`src/rtl/frame_mem_pkg.sv`:
```
// Shared types and default widths for the frame memory arbiter and its
// read-tag delay line.
package frame_mem_pkg;

  localparam int DEF_ADDR_W = 16;
  localparam int DEF_DATA_W = 8;

  typedef enum logic {
    OWN_VGA = 1'b0,
    OWN_SOB = 1'b1
  } owner_e;

  typedef enum logic [1:0] {
    VGA_PRI   = 2'd0,
    SOB_PRI   = 2'd1,
    FORCE_SOB = 2'd2
  } arb_state_e;

  typedef struct packed {
    logic   valid;
    owner_e owner;
  } tag_t;

  function automatic arb_state_e baseState(input logic videoOn);
    return videoOn ? VGA_PRI : SOB_PRI;
  endfunction

endpackage

```
`src/rtl/rd_tag_pipe.sv`:
```
// Fixed-length delay line of read tags, aligned so that the last stage
// coincides with the memory returning data for the tagged access.
module rd_tag_pipe
  import frame_mem_pkg::*;
#(
  parameter int DEPTH = 2
) (
  input  logic clk_i,
  input  logic rst_n_i,
  input  tag_t tag_i,
  output tag_t tag_o
);

  tag_t pipe_q [DEPTH];

  always_ff @(posedge clk_i) begin
    if (!rst_n_i) begin
      for (int i = 0; i < DEPTH; i++) pipe_q[i] <= '0;
    end else begin
      pipe_q[0] <= tag_i;
      for (int i = 1; i < DEPTH; i++) pipe_q[i] <= pipe_q[i-1];
    end
  end

  assign tag_o = pipe_q[DEPTH-1];

endmodule

```
`src/rtl/frame_mem_arbiter.sv`:
```
// Arbitrates the single-port frame memory between VGA fetch and the Sobel engine.
// Define ARB_STARVE_GUARD_EN to add the Sobel starvation guard (FORCE_SOB).
module frame_mem_arbiter
  import frame_mem_pkg::*;
#(
  parameter int ADDR_W = DEF_ADDR_W,
  parameter int DATA_W = DEF_DATA_W,
  parameter int RD_LAT = 1
`ifdef ARB_STARVE_GUARD_EN
  ,
  parameter int STARVE_MAX = 64
`endif
) (
  input  logic              clk_i,
  input  logic              rst_n_i,
  input  logic              video_on_i,
  input  logic              vga_req_i,
  input  logic [ADDR_W-1:0] vga_addr_i,
  output logic              vga_gnt_o,
  output logic              vga_rvalid_o,
  output logic [DATA_W-1:0] vga_rdata_o,
  input  logic              sob_req_i,
  input  logic              sob_we_i,
  input  logic [ADDR_W-1:0] sob_addr_i,
  input  logic [DATA_W-1:0] sob_wdata_i,
  output logic              sob_gnt_o,
  output logic              sob_rvalid_o,
  output logic [DATA_W-1:0] sob_rdata_o,
  output logic              mem_en_o,
  output logic              mem_we_o,
  output logic [ADDR_W-1:0] mem_addr_o,
  output logic [DATA_W-1:0] mem_wdata_o,
  input  logic [DATA_W-1:0] mem_rdata_i
);

  arb_state_e        state_q;
  logic              vgaGnt, sobGnt;
  logic              memEn_q, memEn_d;
  logic              memWe_q, memWe_d;
  logic [ADDR_W-1:0] memAddr_q, memAddr_d;
  logic [DATA_W-1:0] memWdata_q, memWdata_d;
  tag_t              pushTag, tailTag;

  // Grants are suppressed during reset so every output reads 0 there.
  always_comb begin
    vgaGnt = 1'b0;
    sobGnt = 1'b0;
    if (rst_n_i) begin
      unique case (state_q)
        VGA_PRI: begin
          vgaGnt = vga_req_i;
          sobGnt = sob_req_i && !vga_req_i;
        end
        SOB_PRI: begin
          sobGnt = sob_req_i;
          vgaGnt = vga_req_i && !sob_req_i;
        end
        default: sobGnt = sob_req_i;
      endcase
    end
  end

  assign vga_gnt_o = vgaGnt;
  assign sob_gnt_o = sobGnt;

  always_comb begin
    memEn_d    = vgaGnt || sobGnt;
    memWe_d    = sobGnt && sob_we_i;
    memAddr_d  = '0;
    memWdata_d = '0;
    if (sobGnt) memAddr_d = sob_addr_i;
    else if (vgaGnt) memAddr_d = vga_addr_i;
    if (memWe_d) memWdata_d = sob_wdata_i;
    pushTag.valid = vgaGnt || (sobGnt && !sob_we_i);
    pushTag.owner = sobGnt ? OWN_SOB : OWN_VGA;
  end

  always_ff @(posedge clk_i) begin
    if (!rst_n_i) begin
      memEn_q    <= 1'b0;
      memWe_q    <= 1'b0;
      memAddr_q  <= '0;
      memWdata_q <= '0;
    end else begin
      memEn_q    <= memEn_d;
      memWe_q    <= memWe_d;
      memAddr_q  <= memAddr_d;
      memWdata_q <= memWdata_d;
    end
  end

  assign mem_en_o    = memEn_q;
  assign mem_we_o    = memWe_q;
  assign mem_addr_o  = memAddr_q;
  assign mem_wdata_o = memWdata_q;

`ifdef ARB_STARVE_GUARD_EN
  localparam int CNT_W = $clog2(STARVE_MAX + 1);
  logic [CNT_W-1:0] starveCnt_q;

  // Priority tracks video_on one cycle late; a full run of Sobel denials
  // buys exactly one forced Sobel slot.
  always_ff @(posedge clk_i) begin
    if (!rst_n_i) begin
      state_q     <= baseState(video_on_i);
      starveCnt_q <= '0;
    end else if (sob_req_i && !sobGnt) begin
      if (starveCnt_q == CNT_W'(STARVE_MAX - 1)) begin
        state_q     <= FORCE_SOB;
        starveCnt_q <= '0;
      end else begin
        state_q     <= baseState(video_on_i);
        starveCnt_q <= starveCnt_q + 1'b1;
      end
    end else begin
      state_q     <= baseState(video_on_i);
      starveCnt_q <= '0;
    end
  end
`else
  // Priority tracks video_on one cycle late, including while in reset.
  always_ff @(posedge clk_i) begin
    state_q <= baseState(video_on_i);
  end
`endif

  rd_tag_pipe #(
    .DEPTH(RD_LAT + 1)
  ) u_rd_tag_pipe (
    .clk_i  (clk_i),
    .rst_n_i(rst_n_i),
    .tag_i  (pushTag),
    .tag_o  (tailTag)
  );

  assign vga_rvalid_o = tailTag.valid && (tailTag.owner == OWN_VGA);
  assign sob_rvalid_o = tailTag.valid && (tailTag.owner == OWN_SOB);
  assign vga_rdata_o  = vga_rvalid_o ? mem_rdata_i : '0;
  assign sob_rdata_o  = sob_rvalid_o ? mem_rdata_i : '0;

endmodule

```
`config.mk`:
```
export PLATFORM = sky130hd
export DESIGN_NAME = frame_mem_arbiter
export DESIGN_NICKNAME = d
export VERILOG_FILES = /design/src/rtl/frame_mem_pkg.sv /design/src/rtl/rd_tag_pipe.sv /design/src/rtl/frame_mem_arbiter.sv
export SDC_FILE = /design/constraint.sdc
export NUM_CORES = 1
export LEC_CHECK = 0
export CELL_PAD_IN_SITES_DETAIL_PLACEMENT = 1
export CELL_PAD_IN_SITES_GLOBAL_PLACEMENT = 1
export CORE_MARGIN = 2
export CORE_UTILIZATION = 22
export DETAILED_ROUTE_END_ITERATION = 10
export GPL_ROUTABILITY_DRIVEN = 0
export HOLD_SLACK_MARGIN = 0.08
export PLACE_DENSITY = 0.8
export SKIP_LAST_GASP = 1
export SYNTH_ARGS = -nofsm -noshare
export SYNTH_HDL_FRONTEND = slang
export SYNTH_HIERARCHICAL = 1
export SYNTH_SLANG_ARGS = --single-unit
```
`constraint.sdc`:
```
create_clock -name clk_i -period 1 [get_ports clk_i]
set_input_delay 0.15 -clock clk_i [delete_from_list [all_inputs] [get_ports clk_i]]
set_output_delay 0.15 -clock clk_i [all_outputs]
set_load 0.005 [all_outputs]
```
Word level (Yosys, flattened, before mapping)

Memory sizes are Yosys's and may differ from the RTL's.
Cells that the tools add are included.

Flip-flop bits (word level): 27
Bits in writable memories: 4
Bits of input ports: 54
Output and inout bits: 46
Logic and storage cells: 37
Memories kept: 1

Memories:

| memory               | depth | width | read ports | clocked after Yosys merged registers in | write ports | line              | text |
|---|---|---|---|---|---|---|---|
| u_rd_tag_pipe.pipe_q | 2     | 2     | 2          | 0                                       | 2           | rd_tag_pipe.sv:14 | `tag_t pipe_q [DEPTH];` |

Equal/unequal tests: 1
Multiplexer cells: 14
Bitwise gates (word level): 3
Reductions and logical operators: 13

Operator list:

| kind                 | count |
|---|---|
| $mux W16             | 2 |
| $mux W8              | 2 |
| $mux W1              | 7 |
| $logic_and A1 B1 Y1  | 6 |
| $mux W2              | 2 |
| $logic_not A1 Y1     | 3 |
| $logic_not A2 Y1     | 1 |
| $logic_or A1 B1 Y1   | 2 |
| $or A1 B1 Y1         | 2 |
| $pmux W1 S2          | 1 |
| $reduce_and A2 Y1    | 1 |
| $eq A1 B1 Y1 const B | 1 |
| $not A1 Y1           | 1 |

Depth between registers and ports, before layout

Word-level depth: 7
Depth in mapped cells: 5
Mapped depth without buffers: 3

Modules after synthesis

The synthesis kept the hierarchy.

Modules (own cells, without submodules):

| module            | times used | cells an instance | area each (um^2) |
|---|---|---|---|
| frame_mem_arbiter | 1          | 125               | 1298.7 |
| rd_tag_pipe       | 1          | 10                | 120.1 |

Least setup slack after synthesis

Ideal clock, no wire load.

Path type: register -> output
Start point: reg state_q[0]
End point: out vga_gnt_o
Arrival time: 909 ps
Slack: -59 ps
Cell stages (with the launch flop): 5
Buffers on the path: 2
Cells stage by stage: dfxtp_1 -> a21bo_2 -> buf_6 -> buf_6 -> nor2_1

Word-level cells in the longest chain between the ends: 3
Elaborated cells on any way between the ends: 4
Classes of those cells: eq/ne: 1; mux: 2; reduce/logical: 1

RTL lines:

| what                                             | line                     | text |
|---|---|---|
| from (decl)                                      | frame_mem_arbiter.sv:36  | `arb_state_e state_q;` |
| from (signal assigned)                           | frame_mem_arbiter.sv:123 | `state_q <= baseState(video_on_i);` |
| $eq A1 B1 Y1 or $logic_not A2 Y1 (tied branches) | frame_mem_arbiter.sv:49  | `unique case (state_q)` |
| $pmux W1 S2 (*)                                  | frame_mem_arbiter.sv:49  |  |
| $mux W1 (*)                                      | frame_mem_arbiter.sv:48  | `if (rst_n_i) begin` |
| to (decl)                                        | frame_mem_arbiter.sv:19  | `output logic vga_gnt_o,` |

Mark *: on every way between the ends. The rest lies on a longest branch, timed or not.

==> impl_metrics.json <==
{
  "violations": "negative setup slack",
  "critical_path.slowest_cell": "dfxtp_2",
  "fmax_ghz": 0.754,
  "cts_tree": "built",
  "die_area_um2": 7110,
  "drc": 0,
  "cts.reportedPaths.clkPinSlew_ns": 0.06,
  "leakagePower_uw": 0.00123,
  "drive_above_1_share_pct": 39.4,
  "cp_top_family": "buffers and inverters",
  "crit_buf_inv": 3,
  "worstPathCellList": "nor2b_4 > buf_6 > buf_6 > and2_1 > buf_2",
  "dpl.hpwl_um": 3380,
  "power_frac_seq_pct": 45.3,
  "synth-seq-cells": 31,
  "finalCritPeriodShare_pct": 133,
  "fp.dieH_um": 84.3,
  "synth_area_per_cell_um2": 10.5,
  "finalCriticalPeriod_ns": 1.33,
  "worst_path_most_repeated_cell": "buf_6",
  "tns_ns": -4.99,
  "seq_area_um2": 628,
  "drv_cap": 0,
  "cts_buffers": 5,
  "finalMaxSlewViolations": 0,
  "overflow": 0,
  "status": "finished, violations left",
  "utilization_pct": 45.5,
  "cts_hold_buf": 0,
  "ys_types": 21,
  "drt_iter0_drc": 26,
  "combPwrFrac_pct": 24.9,
  "coreArea_um2": 6280,
  "num-fill-cells": 694,
  "syn-cell-area_um2": 1420,
  "htreeDepth": 2,
  "worstPathMaxFanout": 3,
  "multi_input_area_um2": 806,
  "dpl_cell_area_um2": 2480,
  "vias": 1443,
  "ant_nets": 0,
  "clockRootBuffer": "clkbuf_8",
  "synth_nets": 189,
  "vias_per_cell": 4.40,
  "p_per_area_nw_per_um2": 1020,
  "sw_frac_of_total_pct": 23.6,
  "hold_class": "in2reg",
  "skew_ns": 0.00397,
  "grt_util_all_layers_pct": 13.3,
  "nNetsFinal": 306,
  "yosysWarnings": 6,
  "p_sw_uw": 687,
  "hold_viol": 0,
  "wl_per_cell_um": 14.7,
  "insertion_delay_ns": 0.27,
  "cts_sinks": 31,
  "clkPwrFrac_pct": 29.8,
  "ff2ff_path_depth": 3,
  "ys_seq_area_share_pct": 43.7,
  "antenna_found_initial": 0,
  "end_kind": "output port",
  "critPathKind": "reg2out",
  "grt_pass1_wl_um": 7490,
  "max-slew-margin-rel_pct": 80.3,
  "synth_cells": 135,
  "rows": 29,
  "required_ns": 0.85,
  "die_x_um": 84.3,
  "worst_slew_pin_slew_ns": 0.295,
  "p_int_uw": 2220,
  "critPathArrivalTime_ns": 1.18,
  "portBuffers": 99,
  "num_antenna_cells": 0,
  "initial_core_util_pct": 22.6,
  "final_cell_mix": "clkdlybuf4s50_1, nand2_1, dfxtp_1, buf_6, dlygate4sd2_1",
  "crit_cells": 5,
  "grt_pass1_vias": 1507,
  "io_pins": 100,
  "setup.worst_path.start_class": "register",
  "setup_viol": 34,
  "design_area_um2": 2860,
  "timing.final.ws_setup_ns": -0.327,
  "cts_buffer_depth": 2,
  "rsz0062_at_grt": "true",
  "whs_path_depth": 3,
  "drt_wl_total_um": 4830,
  "max-vdd-ir-drop_uv": 478,
  "cp_slowest_stage_delay_ns": 0.32,
  "syn2layout_area_growth_pct": 101,
  "dr.pass1.iters": 4,
  "layout_commonest_cell": "clkdlybuf4s50_1",
  "grt_max_degree": 23
}
## per-layer routing
layer / track usage (%) / up-vias / wire [um]
li1: - / 700 / -
met1: 14.1 / 683 / 1830
met2: 25.8 / 58 / 2660
met3: 3.83 / 2 / 317
met4: 3.08 / 0 / 19
met5: 0 / - / 0
## tightest hold or removal path: cells and delay by family
kind | cells | cell delay, ns
AND/OR/NAND/NOR | 2 | 0.14
buffers and inverters | 1 | 0.24
## power by group through the flow
stage	sequential [uW]	clock (uW)	combinational (uW)
global route	1320	956	775
finish	1320	866	724
detailed placement	1340	0	628
floorplan	1350	0	241
CTS	1320	910	677
global placement	1340	0	615
## state kept, by name, indices dropped and copies added (netlist names)
signal                cells
state_q                   1
u_rd_tag_pipe/pipe_q      4
mem_addr_o               16
mem_we_o                  1
mem_wdata_o               8
mem_en_o                  1
## cells by family (layout without fill, tap and decap cells)
group	Yosys count	after routing	share of synthesized area (%)
simple gates	70	70	28.3
flops	31	31	43.7
compound gates	18	18	19.4
buf+inv	16	132	8.55
## cells in the mapped netlist (all sizes together)
library cell | instances | share of area [%]
a21bo | 1 | 0.71
a21oi | 1 | 0.35
and2 | 13 | 5.7
and3 | 8 | 3.5
and4bb | 7 | 6.2
buf | 12 | 7.5
clkbuf | 1 | 0.26
dfxtp | 31 | 44
inv | 3 | 0.79
nand2 | 33 | 8.7
nand2b | 1 | 0.44
nor2 | 4 | 1.1
nor2b | 2 | 1.4
nor3b | 1 | 0.53
nor4bb | 1 | 0.71
o32ai | 16 | 18
## final timing paths
check                              from                          to  slack (ns)
max          u_rd_tag_pipe/pipe_q[0][3]              vga_rdata_o[3]       -0.33
min                           vga_req_i                    mem_en_o        0.31
max reg2reg                  state_q[0]              mem_wdata_o[6]       -0.03
min reg2reg  u_rd_tag_pipe/pipe_q[0][0]  u_rd_tag_pipe/pipe_q[0][2]        0.44
## timing repair
action                                  4_1_cts  5_1_grt
hold endpoints to repair                      0        0
cloned                                        3        0
gates resized for setup                     148       41
pin swaps                                    10        3
endpoints found under the setup margin       72       56
setup buffers                                 6        7
## area by class of cell
| cell class | instances | share of cell area (%) |
|---|---|---|
| flip-flops and latches | 31 | 22.0 |
| well taps | 77 | 3.37 |
| inverters | 3 | 0.482 |
| multi-input cells | 88 | 28.2 |
| clock buffers | 6 | 2.54 |
| repair buffers | 123 | 43.4 |
## per-stage QoR
step	hold slack, ns	power, uW	cells	setup slack, ns
finish	0.306	2910	328	-0.327
global route	0.352	3050	328	-0.368
CTS	0.290	2900	324	-0.332
detailed placement	0.421	1970	309	-0.659
global placement	0.418	1960	309	-0.622
floorplan	0.207	1590	135	-0.0383
Power figures use the tool's default switching activity.
